**src/rtl/jk_reg_array.sv**
```systemverilog
// rtl/jk_reg_array.sv - WIDTH-bit bank of JK cells with JK, count-up, count-down and load modes
//
// Every mode is mapped onto per-bit J/K drives feeding one shared JK next-state
// equation, so the register behaves as a bank of JK flip-flops in all modes.
//
// Ports:
//   clk   - clock, all state updates on rising edge
//   rst   - asynchronous active-high reset (q = RESET_VAL, chg = 0)
//   en    - cycle enable; 0 holds every bit
//   mode  - 00 JK, 01 count up, 10 count down, 11 parallel load
//   j, k  - per-bit JK inputs (mode 00)
//   d     - parallel load data (mode 11)
//   q     - register state
//   qbar  - complement of q (derived, not stored)
//   tc    - terminal count, combinational: next count edge wraps/saturates
//   chg   - registered pulse: q changed on the previous edge
//
// Build option: define JK_SAT_EN to make the count modes saturate at the
// boundary instead of wrapping.

module jk_reg_array #(
    parameter int               WIDTH     = 8,
    parameter logic [WIDTH-1:0] RESET_VAL = '0
) (
    input  logic             clk,
    input  logic             rst,
    input  logic             en,
    input  logic [1:0]       mode,
    input  logic [WIDTH-1:0] j,
    input  logic [WIDTH-1:0] k,
    input  logic [WIDTH-1:0] d,
    output logic [WIDTH-1:0] q,
    output logic [WIDTH-1:0] qbar,
    output logic             tc,
    output logic             chg
);

    localparam logic [1:0] MODE_JK   = 2'b00;
    localparam logic [1:0] MODE_UP   = 2'b01;
    localparam logic [1:0] MODE_DOWN = 2'b10;
    localparam logic [1:0] MODE_LOAD = 2'b11;

    logic [WIDTH-1:0] q_r;
    logic [WIDTH-1:0] tog_up;
    logic [WIDTH-1:0] tog_dn;
    logic [WIDTH-1:0] jj;
    logic [WIDTH-1:0] kk;
    logic [WIDTH-1:0] next_q;
    logic             chg_r;
    logic             all_ones;
    logic             all_zero;
    logic             sat_hold;

    assign all_ones = &q_r;
    assign all_zero = ~|q_r;

    // Toggle chains: up-count bit i toggles when all lower bits are 1,
    // down-count bit i toggles when all lower bits are 0.
    always_comb begin
        tog_up    = '0;
        tog_dn    = '0;
        tog_up[0] = 1'b1;
        tog_dn[0] = 1'b1;
        for (int i = 1; i < WIDTH; i++) begin
            tog_up[i] = tog_up[i-1] & q_r[i-1];
            tog_dn[i] = tog_dn[i-1] & ~q_r[i-1];
        end
    end

`ifdef JK_SAT_EN
    // At the count boundary the toggle drives are suppressed so q holds.
    assign sat_hold = ((mode == MODE_UP) & all_ones) | ((mode == MODE_DOWN) & all_zero);
`else
    assign sat_hold = 1'b0;
`endif

    // Per-mode J/K drive. Load uses j=d, k=~d, which forces each bit to d.
    always_comb begin
        jj = '0;
        kk = '0;
        if (en) begin
            case (mode)
                MODE_JK: begin
                    jj = j;
                    kk = k;
                end
                MODE_UP: begin
                    if (!sat_hold) begin
                        jj = tog_up;
                        kk = tog_up;
                    end
                end
                MODE_DOWN: begin
                    if (!sat_hold) begin
                        jj = tog_dn;
                        kk = tog_dn;
                    end
                end
                MODE_LOAD: begin
                    jj = d;
                    kk = ~d;
                end
                default: begin
                    jj = '0;
                    kk = '0;
                end
            endcase
        end
    end

    // Characteristic JK equation applied to every bit.
    assign next_q = (jj & ~q_r) | (~kk & q_r);

    assign tc = en & (((mode == MODE_UP) & all_ones) | ((mode == MODE_DOWN) & all_zero));

    always_ff @(posedge clk or posedge rst) begin
        if (rst) begin
            q_r   <= RESET_VAL;
            chg_r <= 1'b0;
        end else begin
            q_r   <= next_q;
            chg_r <= en & (next_q != q_r);
        end
    end

    assign q    = q_r;
    assign qbar = ~q_r;
    assign chg  = chg_r;

endmodule
```
**config.mk**
```make
export PLATFORM = sky130hd
export DESIGN_NAME = jk_reg_array
export DESIGN_NICKNAME = d
export VERILOG_FILES = /design/src/rtl/jk_reg_array.sv
export SDC_FILE = /design/constraint.sdc
export NUM_CORES = 1
export LEC_CHECK = 0
export BUFFER_PORTS_ARGS = -buffer_cell sky130_fd_sc_hd__buf_2
export CAP_MARGIN = 20
export CORE_MARGIN = 4
export CORE_UTILIZATION = 48
export CTS_CLUSTER_DIAMETER = 50
export DETAILED_ROUTE_END_ITERATION = 16
export HOLD_SLACK_MARGIN = 0.15
export PLACE_DENSITY = 0.86
export SLEW_MARGIN = 20
export SYNTH_ARGS = -nofsm -noshare
export SYNTH_HDL_FRONTEND = slang
export SYNTH_SLANG_ARGS = --single-unit
```
**constraint.sdc**
```tcl
create_clock -name clk -period 2.21 [get_ports clk]
set_input_delay 0.3315 -clock clk [delete_from_list [all_inputs] [get_ports clk]]
set_output_delay 0.3315 -clock clk [all_outputs]
set_load 0.02 [all_outputs]
```
Yosys cells after proc, flatten, opt, wreduce, memory -nomap -nowiden
Cells that the tools add are included.
- bits in registers: 9
- input port bits: 29
- word-level logic and storage cells: 44
- equal/unequal tests: 4
- multiplexer cells: 4
- bitwise operators: 30
- reduce and logical (&&, ||, !) cells: 4
- operator list (cell ; number):
    $pmux 8 s4 ; 2
    $not 8->8 ; 3
    $and 1x1->1 ; 16
    $and 8x8->8 ; 2
    $mux 8 ; 2
    $ne 8x8->1 ; 1
    $or 8x8->8 ; 1
    $reduce_and 8->1 ; 1
    $reduce_or 8->1 ; 1
    $not 1->1 ; 7
    $eq 2x2->1 const B ; 2
    $eq 2x1->1 const B ; 1
    $logic_not 2->1 ; 1
    $logic_not 1->1 ; 1
    $or 1x1->1 ; 1

Logic depth before layout (Yosys ltp)
Gate-level depths: netlist (run 1).
- depth in word-level cells: 14
- depth in mapped cells: 8
- gate-level depth less buffers: 6

Least setup slack after synthesis (run 1)
Ideal clock, no wire load.
- kind: reg-to-output
- from: register q_r[0], in the netlist q[0]
- to: output port tc
- data arrival time: 1.521 ns
- setup slack: 0.357 ns
- stages on the path, launching flop included: 6
- path buffers: 0
- path through: dfrtp_1 > nor4_4 > nand4_1 > nor3_1 > nor2_1 > nor2_1
- longest elaborated chain between the ends: 5
- elaborated cells between the ends (all ways): 7
- those cells by class: bitwise (4); reduce/logical (3)
- ends and longest elaborated chain (item ; line ; text):
    from (decl) ; 43 ; logic [WIDTH-1:0] q_r;
    from (signal assigned) ; 121 ; q_r <= next_q;
    $reduce_or 8->1 ; 55 ; assign all_zero = ~|q_r;
    $logic_not 1->1 ; 55 ;
    $and 1x1->1 ; 114 ; assign tc = en & (((mode == MODE_UP) & all_ones) | ((mode == MODE_DOWN) & all_zero));
    $or 1x1->1 (*) ; 114 ;
    $and 1x1->1 (*) ; 114 ;
    to (decl) ; 34 ; output logic tc,
Mark *: on every way between the ends. The rest lies on a longest branch, timed or not.

Worst setup path in the final report (run 1)
- from: register q_r[2], in the netlist q[2]
- to: output port tc
Same word-level chain as after synthesis.

==> results of run 1 <==
## metal layers
layer / track usage / up-vias / share of wire
li1: - / 642 / -
met5: 0 / - / 0
met4: 0.0847 / 0 / 0.024
met2: 0.384 / 104 / 0.48
met3: 0.0460 / 13 / 0.12
met1: 0.303 / 638 / 0.37
## cell type report
class / instances / area share
multi-input combinational: 109 / 0.535
timing repair buffer: 53 / 0.206
sequential: 9 / 0.164
inverter: 15 / 0.0506
tap: 28 / 0.0253
clock buffer: 4 / 0.0190
## how the worst max path moves through the flow
stage / cells past startpoint / slack (ns) / end
3_5_place_dp: 7 / 0.23 / chg
2_1_floorplan: 5 / 0.36 / tc
5_1_grt: 6 / 0.03 / tc
6_report: 6 / 0.14 / tc
4_1_cts: 6 / 0.08 / tc
3_3_place_gp: 7 / 0.25 / chg
## Yosys cell counts (2+ instances only)
cell,instances,area share
o22ai_1,3,0.017
nand4_1,3,0.017
a211oi_1,3,0.020
clkbuf_8,5,0.061
nor2b_1,2,0.011
nand3_1,2,0.0088
buf_6,2,0.020
a22oi_1,2,0.013
nand2_1,8,0.026
nor2_1,11,0.036
mux2i_1,2,0.018
nor3_1,9,0.040
o221ai_1,4,0.031
a21oi_1,9,0.040
buf_2,2,0.0088
inv_1,14,0.046
o2111ai_1,2,0.015
o21ai_0,6,0.026
nor4_1,2,0.011
a311oi_1,2,0.015
a31oi_1,3,0.017
o211ai_1,3,0.020
and3_1,2,0.011
dfrtp_1,9,0.20
a21o_1,2,0.013
## power groups by stage
stage | Combinational [mW] | Sequential [mW] | Clock (mW)
5_1_grt | 0.753 | 0.368 | 0.156
2_1_floorplan | 0.402 | 0.400 | 0
3_5_place_dp | 0.684 | 0.348 | 0
6_report | 0.695 | 0.349 | 0.147
4_1_cts | 0.694 | 0.345 | 0.149
3_3_place_gp | 0.670 | 0.345 | 0
## cells by family (layout without fill, tap and decap cells)
| logic type | after synthesis | after routing |
|---|---|---|
| AO/OA/AOI/OAI | 54 | 54 |
| buffers and inverters | 24 | 72 |
| flip-flops | 9 | 9 |
| multiplexers | 4 | 4 |
| AND/OR/NAND/NOR | 51 | 51 |
## worst register-to-register path, cell delays in order (launching register included)
cell       delay [ns]
dfrtp_2          0.48
or2_0            0.25
or3_2            0.42
a21oi_1          0.23
a21boi_0         0.26
a2111oi_1        0.08
nand4_1          0.10
## sequential cells by signal, indices dropped and copies added, names as in the netlist
| register | flops |
|---|---|
| chg | 1 |
| q | 8 |
## stage by stage
| step | area [um^2] | util | hold WS (ns) |
|---|---|---|---|
| after global routing | 1390 | 0.620 | 0.351 |
| after CTS | 1380 | 0.619 | 0.332 |
| after detailed placement | 1340 | 0.599 | 0.345 |
| final | 1390 | 0.620 | 0.336 |
| after global placement | 1340 | 0.599 | 0.332 |
| after floorplan | 1140 | - | 0.159 |
## what timing repair did
action	4_1_cts	5_1_grt
gates resized for setup	0	2
hold buffers	1	0
setup endpoints to repair	1	1
hold endpoints to repair	9	0
pin swaps	1	0
buffers inserted	1	0
==> summary.md, run 1 <==
| Metric | Value |
|---|---|
| Die H | roughly 57 um |
| Slew HR | 0.712 |
| Clk_lat worst skew | about 0.28 ns |
| Initial DRC Count | between 70 and 80 |
| Status | finished clean |
| RePlAce Congestion | 0.916 |
| Root Driver | clkbuf_4 |
| Synth Area in Compound Gates | 0.348 |
| GR Overflow Total | 0 |
| I/O Buffers | 46 |
| Core area | around 2200 um^2 |
| Largest delay contributor family on the critical path | simple AND/OR/NAND/NOR gates |
| Synth Instances | around 140 |
| Via/cell ratio | approximately 6.4 |
| Via count | 1397 |
| Pleak | 0.653 nW |
| Post-synthesis net count | 171 |
| FMAX | approximately 480 MHz |
| Hold Crit Start | d[6] |
| Crit share post-route | 0.938 |
| Seq/Total Area, Yosys | 0.198 |
| Worst reg-to-reg path cell count | 6 |
| EDFF count, synth | 0 |
| Cell Chain, Critical Path | and3_2 -> nand4_1 -> nor3_1 -> nor2_1 -> nor2_1 -> buf_2 |
| Post-synthesis adder-cell area fraction | 0 |
| Antenna cells | 0 |
| Crit Reg-Reg Endpoint | chg |
| Htree depth | 1 |
| Placed Instances | between 200 and 250 |
| P per Cell Area | about 860 nW/um^2 |
| Final worst slack | 0.138 ns |
| CP required | between 1.5 and 2 ns |
| Max-Cap Viols | 0 |
| Startpoint types | flip-flop |
| Synth Area in XOR/XNOR | 0 |
| Crit. End Element | output port |
| Cell Int Power | 570 uW |
| Clk buf depth | 2 |
| CP Class | reg2out |
| RSZ-0062 raised after global routing | no |
| Num CTS Buffers | 3 |
| Main synth FF type | dfrtp_1 |
| Die area | about 3200 um^2 |
| Initial Utilization | 0.509 |
| Cell area after synthesis | between 1000 and 1500 um^2 |
| Clk sinks | 9 |
| Initial antenna violation count | 0 |
| Setup TNS | 0 ns |
| Area delta synth->final | 21.8% |
| VDD IR max | between 0.6 and 0.7 mV |
| HP Class | in2reg |
| Dpl hpwl | 2.80 mm |
| Fin cells | approximately 220 |
| Share of cells above drive strength 1 | 0.368 |
| Vias in the first global route | 1368 |
| Post-route ant nets | 0 |
| Post-Place Setup Slack | 0.230 ns |
| Crit Path Max Fanout | 6 |
| Final Critical Period | just over 2 ns |
| Row Count | 17 |
| DRC viols | 0 |
| Crit path from | q[2] |
| Pwr Total | about 1.2 mW |
| Hold path depth | 3 |
| Worst R2R Setup Slack | roughly 0.32 ns |
| Sequential cell area | ~230 um^2 |
| Slew Viols, Final | 0 |
| Async set or reset register ratio after synthesis | 1.00 |
| Buffers and inverters on the worst path | 1 |
| # setup viols final | 0 |
| Worst EP arrival | about 1.7 ns |
| TritonCTS clock tree | yes |
| Synthesized flop and latch total | 9 |
| IO Count | 47 |
| Clk slew on worst S/H paths | around 0.08 ns |
| Actual slew at the worst max-slew pin | 0.432 ns |
| Critical Path Max Stage Delay | around 0.46 ns |
| Multiplexer area fraction after synthesis | 0.0506 |
| Destination of the worst hold path | q[6] |
| Avg Cell Area, Syn | roughly 8.0 um^2 |
| Sw Pwr | roughly 620 uW |
| Yosys cell types | 55 |
| Worst R2R Start | q[0] |
| GR Util All Layers | 0.235 |
| DR pass1 iterations | 5 |
| Layout fillers | 210 |
| Commonest non-fill, non-tap cell in the layout | buf_2 |
| Net total in the final layout | 220 |
| Comb pwr share | 0.584 |
| Largest family of logic cells by synthesized area | compound AO/OA/AOI/OAI gates |
| CP max-delay cell | dfrtp_1 |
| Sw frac | 0.522 |
| First-pass GRT wire length | between 6 and 7 mm |
| Sequential share of power | 0.293 |
| Worst Skew | 0.000588 ns |
| Die X | ~57 um |
| Synth Area in Simple Gates | 0.253 |
| Largest net degree at the start of global routing | 16 |
| Final hold violations | 0 |
| Most frequent cells in the layout | 46 x buf_2, 14 x inv_1, 11 x nor2_1, 9 x a21oi_1, 9 x nor3_1 |
| WL/cell | between 15 and 20 um |
| Synth warn | 0 |
| Critical Path Most Common Cell | nor2_1 |
| Routed wire length | about 3.6 mm |
| Clock power share | 0.123 |
| Footprint of the multi-input gates | 741 um^2 |
No activity file was read; power rests on OpenSTA's default activity.
==> inputs of run 2 (changes only) <==
--- a/config.mk
+++ b/config.mk
@@ -12,7 +12,7 @@
 export CTS_CLUSTER_DIAMETER = 50
 export DETAILED_ROUTE_END_ITERATION = 16
 export HOLD_SLACK_MARGIN = 0.15
-export PLACE_DENSITY = 0.86
+export PLACE_DENSITY = 0.8
 export SLEW_MARGIN = 20
 export SYNTH_ARGS = -nofsm -noshare
 export SYNTH_HDL_FRONTEND = slang
==> run 2 against run 1 <==
  * Non-clock buffer count is 1 higher
  * Sequential share of layout area is 0.24 points lower
  * Worst hold slack better by 0.0066 ns
  * Die area stayed put
  * Final cell count is 0.46% higher
  * Sequential cell count stayed put
  * Register-to-register slack worse by 0.07 ns
  * Routed wire length is 0.55% higher
  * Global-route usage is 0.059 points higher
  * Via count is 1.1% lower
==> summary.md, run 2 (synthesis gave the netlist of run 1 again) <==
| Metric | Value |
|---|---|
| Clk buf depth | 2 (unchanged) |
| Num CTS Buffers | 3 (unchanged) |
| PostCTS Resize Cnt | 0 (unchanged) |
| Slew HR | 0.696 (was 0.712) |
| Worst Skew | 0.00647 ns (was 0.000588 ns) |
| Pwr Total | 1.20 mW (was 1.19 mW) |
| CP required | 1.88 ns (about the same) |
| First-pass GRT wire length | 6.12 mm (was 6.14 mm) |
| Critical Path Most Common Cell | nor2_1 (unchanged) |
| Routed wire length | 3.66 mm (was 3.64 mm) |
| Dpl hpwl | 2.77 mm (was 2.80 mm) |
| WL/cell | 16.7 um (about the same) |
| Buffers and inverters on the worst path | 1 (unchanged) |
| Post-Place Setup Slack | 0.173 ns (was 0.230 ns) |
| Die H | 56.7 um (unchanged) |
| Net total in the final layout | 221 (was 220) |
| Design Area, Final | 1390 um^2 (about the same) |
| CP max-delay cell | dfrtp_1 (unchanged) |
| Max reg flops | 8 (unchanged) |
| Most frequent cells in the layout | 46 x buf_2, 14 x inv_1, 11 x nor2_1 (was 46 x buf_2, 14 x inv_1, 11 x nor2_1, 9 x a21oi_1, 9 x nor3_1) |
| Status | finished clean (unchanged) |
| Via count | 1382 (was 1397) |
| Share of cells above drive strength 1 | 0.361 (was 0.368) |
| DP Area | 1350 um^2 (was 1340 um^2) |
| FMAX | 473 MHz (was 483 MHz) |
| Die X | 56.7 um (unchanged) |
| Vias in the first global route | 1333 (was 1368) |
| GR Overflow Total | 0 (unchanged) |
| Clk slew on worst S/H paths | 0.07 ns (was 0.08 ns) |
| Initial Utilization | 0.509 (unchanged) |
| Final Core Density | 0.622 (was 0.620) |
| Final worst slack | 0.0961 ns (was 0.138 ns) |
| IO Count | 47 (unchanged) |
| Worst EP arrival | 1.78 ns (was 1.74 ns) |
| Post-route ant nets | 0 (unchanged) |
| Crit path from | q[1] (was q[2]) |
| Fin cells | 219 (was 218) |
| Worst setup path endpoint | tc (unchanged) |
| Largest delay contributor family on the critical path | simple AND/OR/NAND/NOR gates (unchanged) |
| DRC viols | 0 (unchanged) |
| Final hold violations | 0 (unchanged) |
| Commonest non-fill, non-tap cell in the layout | buf_2 (unchanged) |
| Crit share post-route | 0.957 (was 0.938) |
| GR Util All Layers | 0.235 (about the same) |
| Die area | 3210 um^2 (unchanged) |
| Pleak | 0.660 nW (was 0.653 nW) |
| VDD IR max | 0.480 mV (was 0.633 mV) |
| Hold_ws | 0.342 ns (was 0.336 ns) |
| HP Class | in2reg (unchanged) |
| Clk_lat worst skew | 0.27 ns (was 0.28 ns) |
| Core area | 2230 um^2 (unchanged) |
| Max-Cap Viols | 0 (unchanged) |
| Row Count | 17 (unchanged) |
| DR pass1 iterations | 4 (was 5) |
| Startpoint types | flip-flop (unchanged) |
| Worst R2R Setup Slack | 0.25 ns (was 0.32 ns) |
| Crit Path Max Fanout | 9 (was 6) |
| Cell Chain, Critical Path | nor4_4 -> nand4_1 -> nor3_1 -> nor2_1 -> nor2_1 -> buf_2 (was and3_2 -> nand4_1 -> nor3_1 -> nor2_1 -> nor2_1 -> buf_2) |
| Slew Viols, Final | 0 (unchanged) |
| RePlAce Congestion | 0.898 (was 0.916) |
| Via/cell ratio | 6.31 (was 6.41) |
| Largest net degree at the start of global routing | 15 (was 16) |
| Worst reg-to-reg path cell count | 7 (was 6) |
| Initial DRC Count | 73 (was 71) |
| Antenna cells | 0 (unchanged) |
| Stages on worst setup path | 6 (unchanged) |
| P per Cell Area | 860 nW/um^2 (about the same) |
| Setup TNS | 0 ns (unchanged) |
| Root Driver | clkbuf_4 (unchanged) |
| Crit Reg-Reg Endpoint | q[6] (was chg) |
| Initial antenna violation count | 0 (unchanged) |
| Htree depth | 1 (unchanged) |
| CP Class | reg2out (unchanged) |
| TritonCTS clock tree | yes (unchanged) |
| Critical Path Max Stage Delay | 0.50 ns (was 0.46 ns) |
| Final Critical Period | 2.11 ns (was 2.07 ns) |
| Placed Instances | 213 (was 212) |
| Crit. End Element | output port (unchanged) |
| I/O Buffers | 46 (unchanged) |
| # setup viols final | 0 (unchanged) |
| Clk sinks | 9 (unchanged) |
| Worst R2R Start | q[1] (was q[0]) |
| Actual slew at the worst max-slew pin | 0.456 ns (was 0.432 ns) |
| Area delta synth->final | 22.2% (was 21.8%) |
| RSZ-0062 raised after global routing | no (unchanged) |
-- run 2: cell types whose count changed in the layout (fill, tap and decap cells not counted) --
cell / previous run / this run
buf_4: 6 / 7
dfrtp_2: 2 / 0
dfrtp_1: 7 / 9
-- run 2: power by group --
group | internal (mW) | leakage [nW] | switching (mW)
sequential | 0.226 | 0.103 | 0.127
clock | 0.0700 | 0.0150 | 0.0717
combinational | 0.272 | 0.542 | 0.429
-- run 2: final cells by class --
class                      instances  area, um^2
clock buffer                       4        26.3
timing repair buffer              54         293
fill                             214         843
multi-input combinational        109         741
tap                               28        35.0
inverter                          15        70.1
sequential                         9         225
-- run 2: layer usage --
metal,wire length [um],vias up,share of wire,track usage
li1,-,645,-,-
met1,1460,650,0.40,0.297
met2,1820,85,0.50,0.398
met3,371,2,0.10,0.0621
met4,12,0,0.0033,0.0508
met5,0,-,0,0
-- run 2: repair_timing --
| item | CTS | global route |
|---|---|---|
| hold endpoints to repair | 9 | 0 |
| setup buffers | 1 | 0 |
| endpoints found under the setup margin | 1 | 0 |
| hold buffers | 1 | 0 |
-- run 2: worst min-delay path by stage --
stage | slack [ns] | cells past startpoint | to | from
final | 0.34 | 3 | q[6] | d[6]
after global routing | 0.34 | 3 | q[6] | d[6]
after CTS | 0.34 | 3 | q[6] | d[6]
after detailed placement | 0.34 | 2 | q[1] | rst
after global placement | 0.34 | 2 | q[1] | rst
after floorplan | 0.16 | 1 | chg | rst
-- run 2: tightest hold or removal path, stage by stage --
cell and delay, ns:
buf_2 0.11, a22oi_1 0.07, nand2_1 0.07
